[config.mk]
export PLATFORM = sky130hd
export DESIGN_NAME = target_report_scheduler
export DESIGN_NICKNAME = d
export VERILOG_FILES = /design/src/rtl/target_report_scheduler.sv
export SDC_FILE = /design/constraint.sdc
export NUM_CORES = 2
export LEC_CHECK = 0
export ABC_AREA = 1
export CAP_MARGIN = 0
export CORE_AREA = 2 2 225 227
export DETAILED_ROUTE_END_ITERATION = 8
export DIE_AREA = 0 0 227 229
export PLACE_DENSITY = 0.9
export SYNTH_ARGS = -nofsm -noshare
export SYNTH_HDL_FRONTEND = slang
export SYNTH_SLANG_ARGS = --single-unit
[constraint.sdc]
create_clock -name clk -period 37.6 [get_ports clk]
set_input_delay 3.76 -clock clk [delete_from_list [all_inputs] [get_ports clk]]
set_output_delay 3.76 -clock clk [all_outputs]
set_load 0.01 [all_outputs]
[src/rtl/target_report_scheduler.sv]
`default_nettype none
// ============================================================================
// Module   : target_report_scheduler
// Purpose  : Snapshots detector slot boxes once per frame and serialises the
//            enabled, non-empty slots onto a valid/ready stream.
// Options  : TARGET_REPORT_EMPTY_BEAT_EN - empty frames emit one 4'hF marker.
// Revision : 1.0 - initial release
// ============================================================================
module target_report_scheduler #(
    parameter int N_SLOT  = 10,
    parameter int BOX_W   = 48,
    parameter int CAP_DLY = 2,
    parameter int FID_W   = 8
) (
    input  logic                      clk,
    input  logic                      rst,
    input  logic                      per_frame_vsync,
    input  logic [N_SLOT*BOX_W-1:0]   box_flat,
    input  logic [N_SLOT-1:0]         en,
    output logic                      m_valid,
    input  logic                      m_ready,
    output logic [FID_W+8+BOX_W-1:0]  m_data,
    output logic                      m_last,
    output logic                      busy,
    output logic [7:0]                overrun_cnt,
    output logic [FID_W-1:0]          frame_id
);

    localparam logic [1:0]        S_IDLE     = 2'd0;
    localparam logic [1:0]        S_WAIT     = 2'd1;
    localparam logic [1:0]        S_LOAD     = 2'd2;
    localparam logic [1:0]        S_SEND     = 2'd3;
    localparam logic [3:0]        DLY_INIT   = 4'(CAP_DLY - 1);
    localparam logic [3:0]        EMPTY_SLOT = 4'hF;
    localparam logic [N_SLOT-1:0] SLOT_ONE   = N_SLOT'(1);
    localparam logic [FID_W-1:0]  FID_ONE    = FID_W'(1);

    logic [1:0]        state_q, state_d;
    logic [3:0]        cnt_q, cnt_d;
    logic [N_SLOT-1:0] pending_q, pending_d;
    logic              empty_q, empty_d;
    logic              vsync_q;
    logic [FID_W-1:0]  fid_q;
    logic [FID_W-1:0]  beat_fid_q;
    logic [7:0]        ovr_q;
    logic [BOX_W-1:0]  snap_q [N_SLOT];

    logic              w_edge;
    logic [N_SLOT-1:0] w_load_mask;
    logic [3:0]        w_idx;
    logic [N_SLOT-1:0] w_rest;

    assign w_edge = per_frame_vsync & ~vsync_q;

    always_comb begin
        w_load_mask = '0;
        for (int i = 0; i < N_SLOT; i++) begin
            w_load_mask[i] = en[i] && (box_flat[i*BOX_W +: BOX_W] != '0);
        end
    end

    // Lowest pending slot goes first, so scan from the top down.
    always_comb begin
        w_idx = 4'd0;
        for (int i = N_SLOT - 1; i >= 0; i--) begin
            if (pending_q[i]) begin
                w_idx = 4'(i);
            end
        end
    end

    assign w_rest = pending_q & ~(SLOT_ONE << w_idx);

    always_ff @(posedge clk or posedge rst) begin
        if (rst) begin
            state_q   <= S_IDLE;
            cnt_q     <= 4'd0;
            pending_q <= '0;
            empty_q   <= 1'b0;
        end else begin
            state_q   <= state_d;
            cnt_q     <= cnt_d;
            pending_q <= pending_d;
            empty_q   <= empty_d;
        end
    end

    always_comb begin
        state_d   = state_q;
        cnt_d     = cnt_q;
        pending_d = pending_q;
        empty_d   = empty_q;
        case (state_q)
            S_IDLE: begin
                if (w_edge) begin
                    if (CAP_DLY == 1) begin
                        state_d = S_LOAD;
                    end else begin
                        state_d = S_WAIT;
                        cnt_d   = DLY_INIT;
                    end
                end
            end
            S_WAIT: begin
                cnt_d = cnt_q - 4'd1;
                if (cnt_q == 4'd1) begin
                    state_d = S_LOAD;
                end
            end
            S_LOAD: begin
                pending_d = w_load_mask;
                empty_d   = 1'b0;
                if (w_load_mask == '0) begin
`ifdef TARGET_REPORT_EMPTY_BEAT_EN
                    state_d = S_SEND;
                    empty_d = 1'b1;
`else
                    state_d = S_IDLE;
`endif
                end else begin
                    state_d = S_SEND;
                end
            end
            S_SEND: begin
                if (m_ready) begin
                    if (empty_q) begin
                        empty_d = 1'b0;
                        state_d = S_IDLE;
                    end else begin
                        pending_d[w_idx] = 1'b0;
                        if (w_rest == '0) begin
                            state_d = S_IDLE;
                        end
                    end
                end
            end
            default: state_d = S_IDLE;
        endcase
    end

    // Frame ID and overrun tracking see every edge, whatever the FSM is doing.
    always_ff @(posedge clk or posedge rst) begin
        if (rst) begin
            vsync_q    <= 1'b0;
            fid_q      <= '0;
            beat_fid_q <= '0;
            ovr_q      <= 8'd0;
            for (int i = 0; i < N_SLOT; i++) begin
                snap_q[i] <= '0;
            end
        end else begin
            vsync_q <= per_frame_vsync;
            if (w_edge) begin
                fid_q <= fid_q + FID_ONE;
                if (state_q != S_IDLE && ovr_q != 8'hFF) begin
                    ovr_q <= ovr_q + 8'd1;
                end
            end
            if (state_q == S_LOAD) begin
                beat_fid_q <= fid_q;
                for (int i = 0; i < N_SLOT; i++) begin
                    snap_q[i] <= box_flat[i*BOX_W +: BOX_W];
                end
            end
        end
    end

    always_comb begin
        m_valid = 1'b0;
        m_last  = 1'b0;
        m_data  = '0;
        if (state_q == S_SEND) begin
            m_valid = 1'b1;
            if (empty_q) begin
                m_last = 1'b1;
                m_data = {beat_fid_q, EMPTY_SLOT, 4'h0, {BOX_W{1'b0}}};
            end else begin
                m_last = (w_rest == '0);
                m_data = {beat_fid_q, w_idx, 4'h0, snap_q[w_idx]};
            end
        end
    end

    assign busy        = (state_q != S_IDLE);
    assign overrun_cnt = ovr_q;
    assign frame_id    = fid_q;

endmodule
`default_nettype wire

==> results list <==
- The run finished with clean final reports.
- CTS placed an instance of sky130_fd_sc_hd__clkbuf_16 at the clock tree root.
- between 500 and 600 I/O pins were placed.
- Internal cell power: 1.68 mW
- After clock tree synthesis, the flow added hold-fix buffers numbering 0.
- Hold Path Class: reg2reg
- Cell repeated most along the worst path: sky130_fd_sc_hd__nand2_1
- Net load switching power: 1.44 mW
- The signal on the critical path passes through inv_2 -> nand2_1 -> nand2_1 -> nand2_1 -> nand2_1 -> nand2_1 -> nand2_4 -> nand2_4 -> nand2_4 -> nand2_4 -> inv_2 -> a22oi_1 -> o21ai_0 -> nand2_1 -> nor2_1 -> clkdlybuf4s50_1.
- Routability Congestion: roughly 1.0
- Worst-Skew Late Latency: 0.61 ns
- The biggest area contributor in the post-synthesis netlist is sky130_fd_sc_hd__dfrtp_1.
- Critical path data required time: 33.84 ns
* Unrepaired setup endpoints after global routing: false
- Sequential-to-total area share from yosys stat: 0.511
- Of the cells placed in the final design, the portion with a size suffix greater than 1 is 0.0342.
- The first detailed-routing pass ran for 7 iterations.
* Library cell with the highest instance count after synthesis: sky130_fd_sc_hd__nand2_1
- By area the synthesized netlist is led by sky130_fd_sc_hd__dfrtp_1 (51%), sky130_fd_sc_hd__nand2_1 (21%), sky130_fd_sc_hd__nor2_1 (5.3%).
* Shortest clock period the worst path allows after layout: 8.45 ns
- Post-route insts no fill: between 4000 and 5000
* Switching power share of the total: 0.461
- Of the total power, registers draw 0.329.
- TritonCTS built the clock tree.
* Data arrival at the endpoint of the critical path: 4.69 ns
- Of the total synthesized cell area, the portion taken by XOR and XNOR cells is 0.00446.
- Peak per-stage delay on the critical path: slightly below 0.8 ns
- Element type at the critical path end: primary output
* GRT Resource Usage Total: 0.386
- Crit Path Class: reg2out
- The first global-routing pass estimated 150000 microns of wire.
- For the pin with the worst max-slew slack, the measured transition is around 1.1 ns.
- Input and output buffers added on the ports amount to 572.
- In this run the deepest clock path goes through 3 buffers.
- The die is 229 microns tall.
- For this block, the via count after detailed routing is 26308.
* Initial Util: 0.514
* Pwr per Cell Area: 93.1 nW/um^2
- Final clock skew: 0.0123 ns
- Maximum net fanout on the critical path: 48
- Of the total synthesized cell area, the portion taken by full adders, half adders and majority gates is 0.00196.
- After synthesis, the share of cell area in mux cells is 0.000833.
- Register clock-pin slew on the reported worst setup and hold paths: 0.06 ns
- The slowest stage of the critical path belongs to the cell sky130_fd_sc_hd__inv_2.
* Combinational fraction of design power: 0.489
* Max-cap violations: 0
- Flip-flop cell with the highest count after synthesis: sky130_fd_sc_hd__dfrtp_1
- Async set-reset flop share out of synthesis: 1.00
- Overall die width: 227 microns
- The wire-length estimate of the detail-placed layout is ~74000 microns.
- The share of the synthesized area in compound gates (AO/OA/AOI/OAI) is 0.114.
- Including well taps, the total number of placed cells is between 4000 and 5000.
- Post-synth cell types: 38
* Number of DRC markers in iteration 0: roughly 3600
- Share of power burned in the clock network: 0.182
- R2R setup slack: approximately 33 ns
* Fin. Hold Viols: 0
- Count of fill cells added during filler insertion: 3983
- Dividing the final minimum period by the clock period gives 0.225.
- Number of antenna-violating nets in the routed design: 0
- Gates resized during post-CTS repair numbered 0.
- Core Area: 49700 sq um
- Yosys warning count: 0
- Pin count of the biggest net entering global routing: around 190
- Setup total negative slack on the finished layout was measured at 0 ns.
- CP startpoint kind: flip-flop
* Layout overhead on the synthesized area: 31.0%
- For this run, design rule violations remaining after detail routing come to 0.
- The floorplan has 82 rows.
- Dividing the detail-routed via count by the number of cells gives 5.68.
* Worst slew margin relative to its limit: 0.251
- Die area: 52000 sq um
- The tree built by TritonCTS fans out to ~520 sinks.
- The average instance in the mapped netlist occupies 7.41 sq um.
* Cells after Synth: 3443
* Maximum resistive drop on vdd: just over 100 uV
* Ranking of synthesized cells by instance count: sky130_fd_sc_hd__nand2_1 (1418), sky130_fd_sc_hd__dfrtp_1 (521), sky130_fd_sc_hd__nor2_1 (358)
- Post-synth EDFFs: 0
- TritonCTS Buffers: 55
- Post-CTS Setup Repair Bufs: 0
- After synthesis, the largest family of logic cells by area is simple AND/OR/NAND/NOR gates.
* Aggregate routed wire length: between 100000 and 150000 microns
* NumNets Final: 4408
* GRT Residual Overflow: 0
- Of the total synthesized cell area, the portion taken by AND, OR, NAND and NOR gates is 0.293.
- Peak clock frequency supported by timing: 118 MHz
* Leakage power figure: ~16 nW
- Via count of the first global-routing pass: 25558
- Level count of the clock H-tree: 2
* Mapped cell area: ~26000 sq um
- Final setup vio count: 0
- Synthesis inferred 521 register bits.
* Initial antenna violation count: 16
- Post-DR wirelength/cell: 21.9 microns
- Yosys top cell area share: 0.511
* Slew Viols, Final: 0
[layer usage]
metal,vias up,global-route usage,part of all wire
li1,11815,-,-
met1,12426,0.484,0.37
met2,1688,0.611,0.46
met3,369,0.0956,0.11
met4,10,0.218,0.067
met5,-,0,0.00064
[power by group through the flow]
stage	logic [mW]	registers (mW)	clock network, mW
3_3_place_gp	1.46	1.01	0
5_1_grt	1.66	1.04	0.587
4_1_cts	1.50	1.01	0.568
3_5_place_dp	1.48	1.01	0
6_report	1.52	1.02	0.568
2_1_floorplan	0.928	0.958	0
[state kept, by name, summed over array words and instances, names as in the netlist]
register	count
snap_q	480
pending_q	10
beat_fid_q	8
frame_id	8
overrun_cnt	8
cnt_q	4
state_q	2
vsync_q	1
[critical path: cells and delay by family, from the launching register on]
family	cells	cell delay, ns
buf+inv	3	1.40
simple gates	11	1.21
compound gates	2	1.03
flops	1	0.41
[cell families after synthesis]
family / after synthesis
multiplexers: 2
AO/OA/AOI/OAI: 496
adder cells (fa/ha/maj): 4
flip-flops: 521
XOR/XNOR: 13
AND/OR/NAND/NOR: 1924
buffers and inverters: 482
other: 1
[cell type report]
type / count / area (sq um) / area share
diodes: 10 / 25.0 / 0.000749
clock buffers: 77 / 1590 / 0.0476
clock inverters: 20 / 262 / 0.00782
inverters: 294 / 1120 / 0.0336
multi-input cells: 2443 / 10600 / 0.318
flip-flops and latches: 521 / 13000 / 0.390
well taps: 672 / 841 / 0.0251
repair buffers: 595 / 5910 / 0.177
[final timing paths]
path | startpoint | end | depth (start not counted)
setup / recovery | pending_q[7]$_DFFE_PP0P_ | m_data[22] | 16
hold / removal | snap_q[430]$_DFFE_PP0P_ | snap_q[430]$_DFFE_PP0P_ | 2
setup reg to reg | state_q[1]$_DFFE_PP0P_ | snap_q[442]$_DFFE_PP0P_ | 7
hold reg to reg | snap_q[430]$_DFFE_PP0P_ | snap_q[430]$_DFFE_PP0P_ | 2
max in group asynchronous | rst | snap_q[81]$_DFFE_PP0P_ | 4
min in group asynchronous | rst | snap_q[296]$_DFFE_PP0P_ | 2
[metrics by stage]
stage               area (sq um)  hold WS [ns]  total power, mW  setup slack, ns  utilization
floorplan                  25500         0.437             1.89            19.29            -
global placement           31600         0.453             2.47            29.94        0.635
detailed placement         31600         0.453             2.50            30.00        0.635
CTS                        33400         0.469             3.08            29.33        0.673
global route               33400         0.485             3.30            28.91        0.673
finish                     33400         0.467             3.11            29.15        0.673
[cells in the final DEF (no fill, tap or decap), types with 22 or more instances in the layout]
| master | synthesis | final |
|---|---|---|
| sky130_fd_sc_hd__nand4_1 | 36 | 36 |
| sky130_fd_sc_hd__dfrtp_1 | 521 | 521 |
| sky130_fd_sc_hd__nor2_1 | 358 | 356 |
| sky130_fd_sc_hd__nand2_1 | 1418 | 1418 |
| sky130_fd_sc_hd__clkbuf_16 | 0 | 57 |
| sky130_fd_sc_hd__clkdlybuf4s50_1 | 0 | 572 |
| sky130_fd_sc_hd__o21ai_0 | 253 | 253 |
| sky130_fd_sc_hd__o221ai_1 | 41 | 41 |
| sky130_fd_sc_hd__inv_1 | 282 | 281 |
| sky130_fd_sc_hd__o22ai_1 | 98 | 98 |
| sky130_fd_sc_hd__o21ai_1 | 31 | 31 |
| sky130_fd_sc_hd__buf_4 | 16 | 22 |
| sky130_fd_sc_hd__nand3_1 | 51 | 51 |
| sky130_fd_sc_hd__a21oi_1 | 24 | 24 |
| sky130_fd_sc_hd__nor3_1 | 48 | 48 |
No activity file was read; power rests on OpenSTA's default activity.
